### config.mk
export PLATFORM = sky130hd
export DESIGN_NAME = mem_access_arbiter
export DESIGN_NICKNAME = d
export VERILOG_FILES = /design/src/rtl/mem_arb_pkg.sv /design/src/rtl/rr_arbiter2.sv /design/src/rtl/mem_access_arbiter.sv
export SDC_FILE = /design/constraint.sdc
export NUM_CORES = 1
export LEC_CHECK = 0
export CAP_MARGIN = 20
export CORE_MARGIN = 2
export CORE_UTILIZATION = 45
export DETAILED_ROUTE_END_ITERATION = 8
export PLACE_DENSITY = 0.84
export SYNTH_ARGS = -nofsm -noshare
export SYNTH_HDL_FRONTEND = slang
export SYNTH_SLANG_ARGS = --single-unit
### constraint.sdc
create_clock -name clk -period 3.4 [get_ports clk]
set_input_delay 0.34 -clock clk [delete_from_list [all_inputs] [get_ports clk]]
set_output_delay 0.34 -clock clk [all_outputs]
set_load 0.02 [all_outputs]
### src/rtl/mem_arb_pkg.sv
// Shared types and sizing for the single-port memory access arbiter.
package mem_arb_pkg;

  localparam int unsigned RD_LAT_MAX = 7;
  localparam int unsigned CNT_W      = $clog2(RD_LAT_MAX + 1);

  typedef enum logic [2:0] {IDLE, WR, RD, WAIT, RACK} arb_state_t;
  typedef enum logic {GNT_UP, GNT_DN} grant_t;

  function automatic grant_t other_grant(input grant_t g);
    return (g == GNT_UP) ? GNT_DN : GNT_UP;
  endfunction

endpackage

### src/rtl/rr_arbiter2.sv
// Two-input round-robin grant decode; on contention the side not granted last wins.
module rr_arbiter2
  import mem_arb_pkg::*;
(
  input  logic   i_up_req,
  input  logic   i_dn_req,
  input  grant_t i_last_grant,
  output logic   o_grant_valid_c,
  output grant_t o_grant_c
);

  always_comb begin
    o_grant_valid_c = i_up_req | i_dn_req;
    o_grant_c       = GNT_UP;
    if (i_up_req && i_dn_req) begin
      o_grant_c = other_grant(i_last_grant);
    end else if (i_dn_req) begin
      o_grant_c = GNT_DN;
    end
  end

endmodule

### src/rtl/mem_access_arbiter.sv
// Shares one clocked single-port memory between an upstream writer and a downstream reader.
module mem_access_arbiter
  import mem_arb_pkg::*;
#(
  parameter int unsigned ADDR_W = 4,
  parameter int unsigned DATA_W = 8,
  parameter int unsigned RD_LAT = 1
) (
  input  logic              clk,
  input  logic              rst_n,
  input  logic              up_req,
  input  logic [ADDR_W-1:0] up_addr,
  input  logic [DATA_W-1:0] up_wdata,
  output logic              up_ack,
  input  logic              dn_req,
  input  logic [ADDR_W-1:0] dn_addr,
  output logic [DATA_W-1:0] dn_rdata,
  output logic              dn_ack,
  output logic              mem_en,
  output logic              mem_wr,
  output logic [ADDR_W-1:0] mem_addr,
  output logic [DATA_W-1:0] mem_wdata,
  input  logic [DATA_W-1:0] mem_rdata,
  output logic              busy
);

  localparam logic [CNT_W-1:0] WAIT_INIT = CNT_W'(RD_LAT - 1);

  arb_state_t       r_state;
  grant_t           r_last_grant;
  logic [CNT_W-1:0] r_wait_cnt;

  logic   w_grant_valid;
  grant_t w_grant;

  rr_arbiter2 u_rr_arbiter2 (
    .i_up_req        (up_req),
    .i_dn_req        (dn_req),
    .i_last_grant    (r_last_grant),
    .o_grant_valid_c (w_grant_valid),
    .o_grant_c       (w_grant)
  );

  // Outputs are registered alongside the state they belong to.
  always_ff @(posedge clk or negedge rst_n) begin
    if (!rst_n) begin
      r_state      <= IDLE;
      r_last_grant <= GNT_DN;
      r_wait_cnt   <= '0;
      up_ack       <= 1'b0;
      dn_ack       <= 1'b0;
      mem_en       <= 1'b0;
      mem_wr       <= 1'b0;
      busy         <= 1'b0;
      mem_addr     <= '0;
      mem_wdata    <= '0;
      dn_rdata     <= '0;
    end else begin
      up_ack <= 1'b0;
      dn_ack <= 1'b0;
      mem_en <= 1'b0;
      mem_wr <= 1'b0;
      unique case (r_state)
        IDLE: begin
          if (w_grant_valid) begin
            // Fairness pointer only moves when both sides competed.
            if (up_req && dn_req) begin
              r_last_grant <= w_grant;
            end
            busy   <= 1'b1;
            mem_en <= 1'b1;
            if (w_grant == GNT_UP) begin
              r_state   <= WR;
              mem_wr    <= 1'b1;
              mem_addr  <= up_addr;
              mem_wdata <= up_wdata;
              up_ack    <= 1'b1;
            end else begin
              r_state  <= RD;
              mem_addr <= dn_addr;
            end
          end
        end
        WR: begin
          r_state <= IDLE;
          busy    <= 1'b0;
        end
        RD: begin
          r_wait_cnt <= WAIT_INIT;
          r_state    <= WAIT;
        end
        WAIT: begin
          if (r_wait_cnt == '0) begin
            dn_rdata <= mem_rdata;
            dn_ack   <= 1'b1;
            r_state  <= RACK;
          end else begin
            r_wait_cnt <= r_wait_cnt - CNT_W'(1);
          end
        end
        RACK: begin
          r_state <= IDLE;
          busy    <= 1'b0;
        end
        default: begin
          r_state <= IDLE;
          busy    <= 1'b0;
        end
      endcase
    end
  end

endmodule

==> reports/metrics.csv <==
metric,value,unit
Period minus WS final,1.711,ns
clock latency on the worst-skew pair,0.32,ns
"antenna viol nets, final",0,
CP max-delay cell,dfrtp_1,
sequential share of the synthesized area,60.70,%
drt wl/cell,15.19,µm
total wire length,2765,µm
Residual DRC,0,
final instance area,0.001888,mm²
leak pwr,0.8002,nW
Cell variety after synth,27,
starting DRC count in detailed routing,20,
htree depth,2,
crit path cell chain,inv_1 -> ha_1 -> ha_1 -> nand2_1 -> nor2_4 -> mux2_2,
FP Rows,19,
HPWL Detailed,2140,µm
fin cells,182,
minimum hold slack,0.3979,ns
Crit path top cell by count,ha_1,
grt total ovfl,0,
crit path DAT,1.92,ns
VDD IR-drop max,0.6647,mV
# clock sinks,31,
first-pass iteration count of the detailed router,4,
Synth-to-Final Area Change,47.51,%
Worst R2R Setup Slack,1.69,ns
post-synthesis cell area,0.001280,mm²
vias in the first global route,1018,
Initial Util,46.82,%
largest net degree at the start of global routing,32,
Post-Synthesis Net Count,121,
GRT busiest layer,met2,
CP Capture Type,flip-flop,
fin crit share,50.32,%
maximum capacitance violations,0,
min setup slack post-route,1.689,ns
CTS root buf,clkbuf_4,
TritonCTS clock tree,yes,
Syn. warnings,0,
Power per Cell Area,904.5,mW/mm²
setup tns final,0,ns
setup repair bufs after CTS,0,
critical path peak fanout,9,
deepest clock path buffer count,2,
Cells after Synth,91,
Total Power,1.708,mW
Final Util,69.06,%
die width,57.33,µm
initial antenna violation count,0,
Final Max Tran Viols,0,
global-route wire length before repair,4602,µm
grt met1 use,22.34,%
Final Hold Vio Count,0,
die area,0.003287,mm²
skew final,0.006383,ns
final setup fails,0,
critical path class,flip-flop to flip-flop,
M3 GR Usage,8.617,%
GR Util met2,31.36,%
Port Buffers,52,
Inst Count DP,174,
Critical Path Start Type,flip-flop,
Tightest Pin Transition,0.3885,ns
CTS Buf Count,5,
routability cong.,0.7748,
fillers,192,
CP top delay family,flip-flops,
Nets,180,
share of layout cells above drive strength 1,19.21,%
fmax,0.5845,GHz
status,"finished, final reports clean",
"worst slack, placed",1.548,ns
Min-Delay Path Class,primary input to asynchronous set/reset pin,
GRT Total Usage,19.31,%
Via density,5.126,
number of synthesized register bits,31,
"Req. time, crit path",3.61,ns
I/O pin count,53,
Slew HR,74.02,%
"Reg clk slew, reported paths",0.09,ns
"slowest stage delay, CP",0.40,ns
RSZ-0062 raised after global routing,no,
# resized after CTS,0,
Core Area,0.002734,mm²
CP bufs+invs,1,
ant diodes,0,
Die Ht,57.33,µm
# hold bufs at CTS,0,
"Cell Area, Placed",0.001839,mm²
vias post-DR,933,
Post-Syn Area per Cell,14.07,µm²
[metal layers]
| metal | vias up | share of wire [%] |
|---|---|---|
| met3 | 6 | 7.8 |
| li1 | 447 | - |
| met4 | 0 | 2.0 |
| met2 | 31 | 52 |
| met5 | - | 0 |
| met1 | 449 | 39 |
[cell usage after synthesis (all sizes together)]
cell type	instances	area share, %
dfrtp	30	59
mux2	16	14
inv	6	1.8
a21oi	4	1.6
a2bb2oi	4	2.7
nor2	4	1.8
o32ai	4	2.7
nand2	3	0.88
and2b	2	1.2
ha	2	2.0
a21bo	1	0.78
a22o	1	0.78
buf	1	0.59
dfstp	1	2.1
mux2i	1	0.78
nand2b	1	0.49
nand3	1	0.39
nand3b	1	1.6
nor3	1	1.3
o21a	1	0.59
o22ai	1	0.49
o31ai	1	0.59
or2	1	0.49
or3	1	0.49
or3b	1	0.68
xnor2	1	0.68
[logic make-up after synthesis]
kind of cell    synth area share, %
fa+ha+maj                     1.955
mux                           14.86
compound gates                10.26
buf+inv                       2.346
flops                         60.70
simple gates                  9.189
xor+xnor                     0.6844
[flip-flops by register name (all words and copies together) (netlist names)]
signal	flops
dn_rdata	8
mem_wdata	8
mem_addr	4
r_state	3
r_wait_cnt	3
busy	1
dn_ack	1
mem_en	1
mem_wr	1
r_last_grant	1
[power breakdown]
group	leakage (nW)	switching (mW)	internal [mW]
clock	0.0265	0.115	0.0823
combinational	0.401	0.406	0.456
sequential	0.373	0.111	0.537
[final cells by class]
class                      count  area (µm²)  area share, %
tap                           31       38.79          2.054
clock buffer                   8       48.80          2.584
timing repair buffer          53       528.0          27.97
sequential                    31       777.0          41.15
multi-input combinational     53       473.0          25.05
inverter                       6       22.52          1.193
[placed cells by master, fill, tap and decap left out, types with 4 or more instances in the layout]
| master | count |
|---|---|
| a21oi_1 | 4 |
| a2bb2oi_1 | 4 |
| clkbuf_4 | 5 |
| clkdlybuf4s50_1 | 52 |
| dfrtp_1 | 30 |
| inv_1 | 6 |
| mux2_2 | 16 |
| o32ai_1 | 4 |
[worst reg2reg max path, cell delays in order, from the launching register on]
cell     delay (ns)
dfrtp_1        0.40
inv_1          0.07
ha_1           0.15
ha_1           0.21
nand2_1        0.14
nor2_4         0.26
mux2_2         0.38
[path summary, 6_finish.rpt]
path                                from           end  cells past startpoint
max in group asynchronous          rst_n  r_last_grant                      2
min in group clk                    busy          busy                      1
max reg2reg                r_wait_cnt[0]   dn_rdata[4]                      6
min reg2reg                         busy          busy                      1
min                                rst_n        mem_en                      2
max                        r_wait_cnt[0]   dn_rdata[4]                      6
No activity file was read; power rests on OpenSTA's default activity.
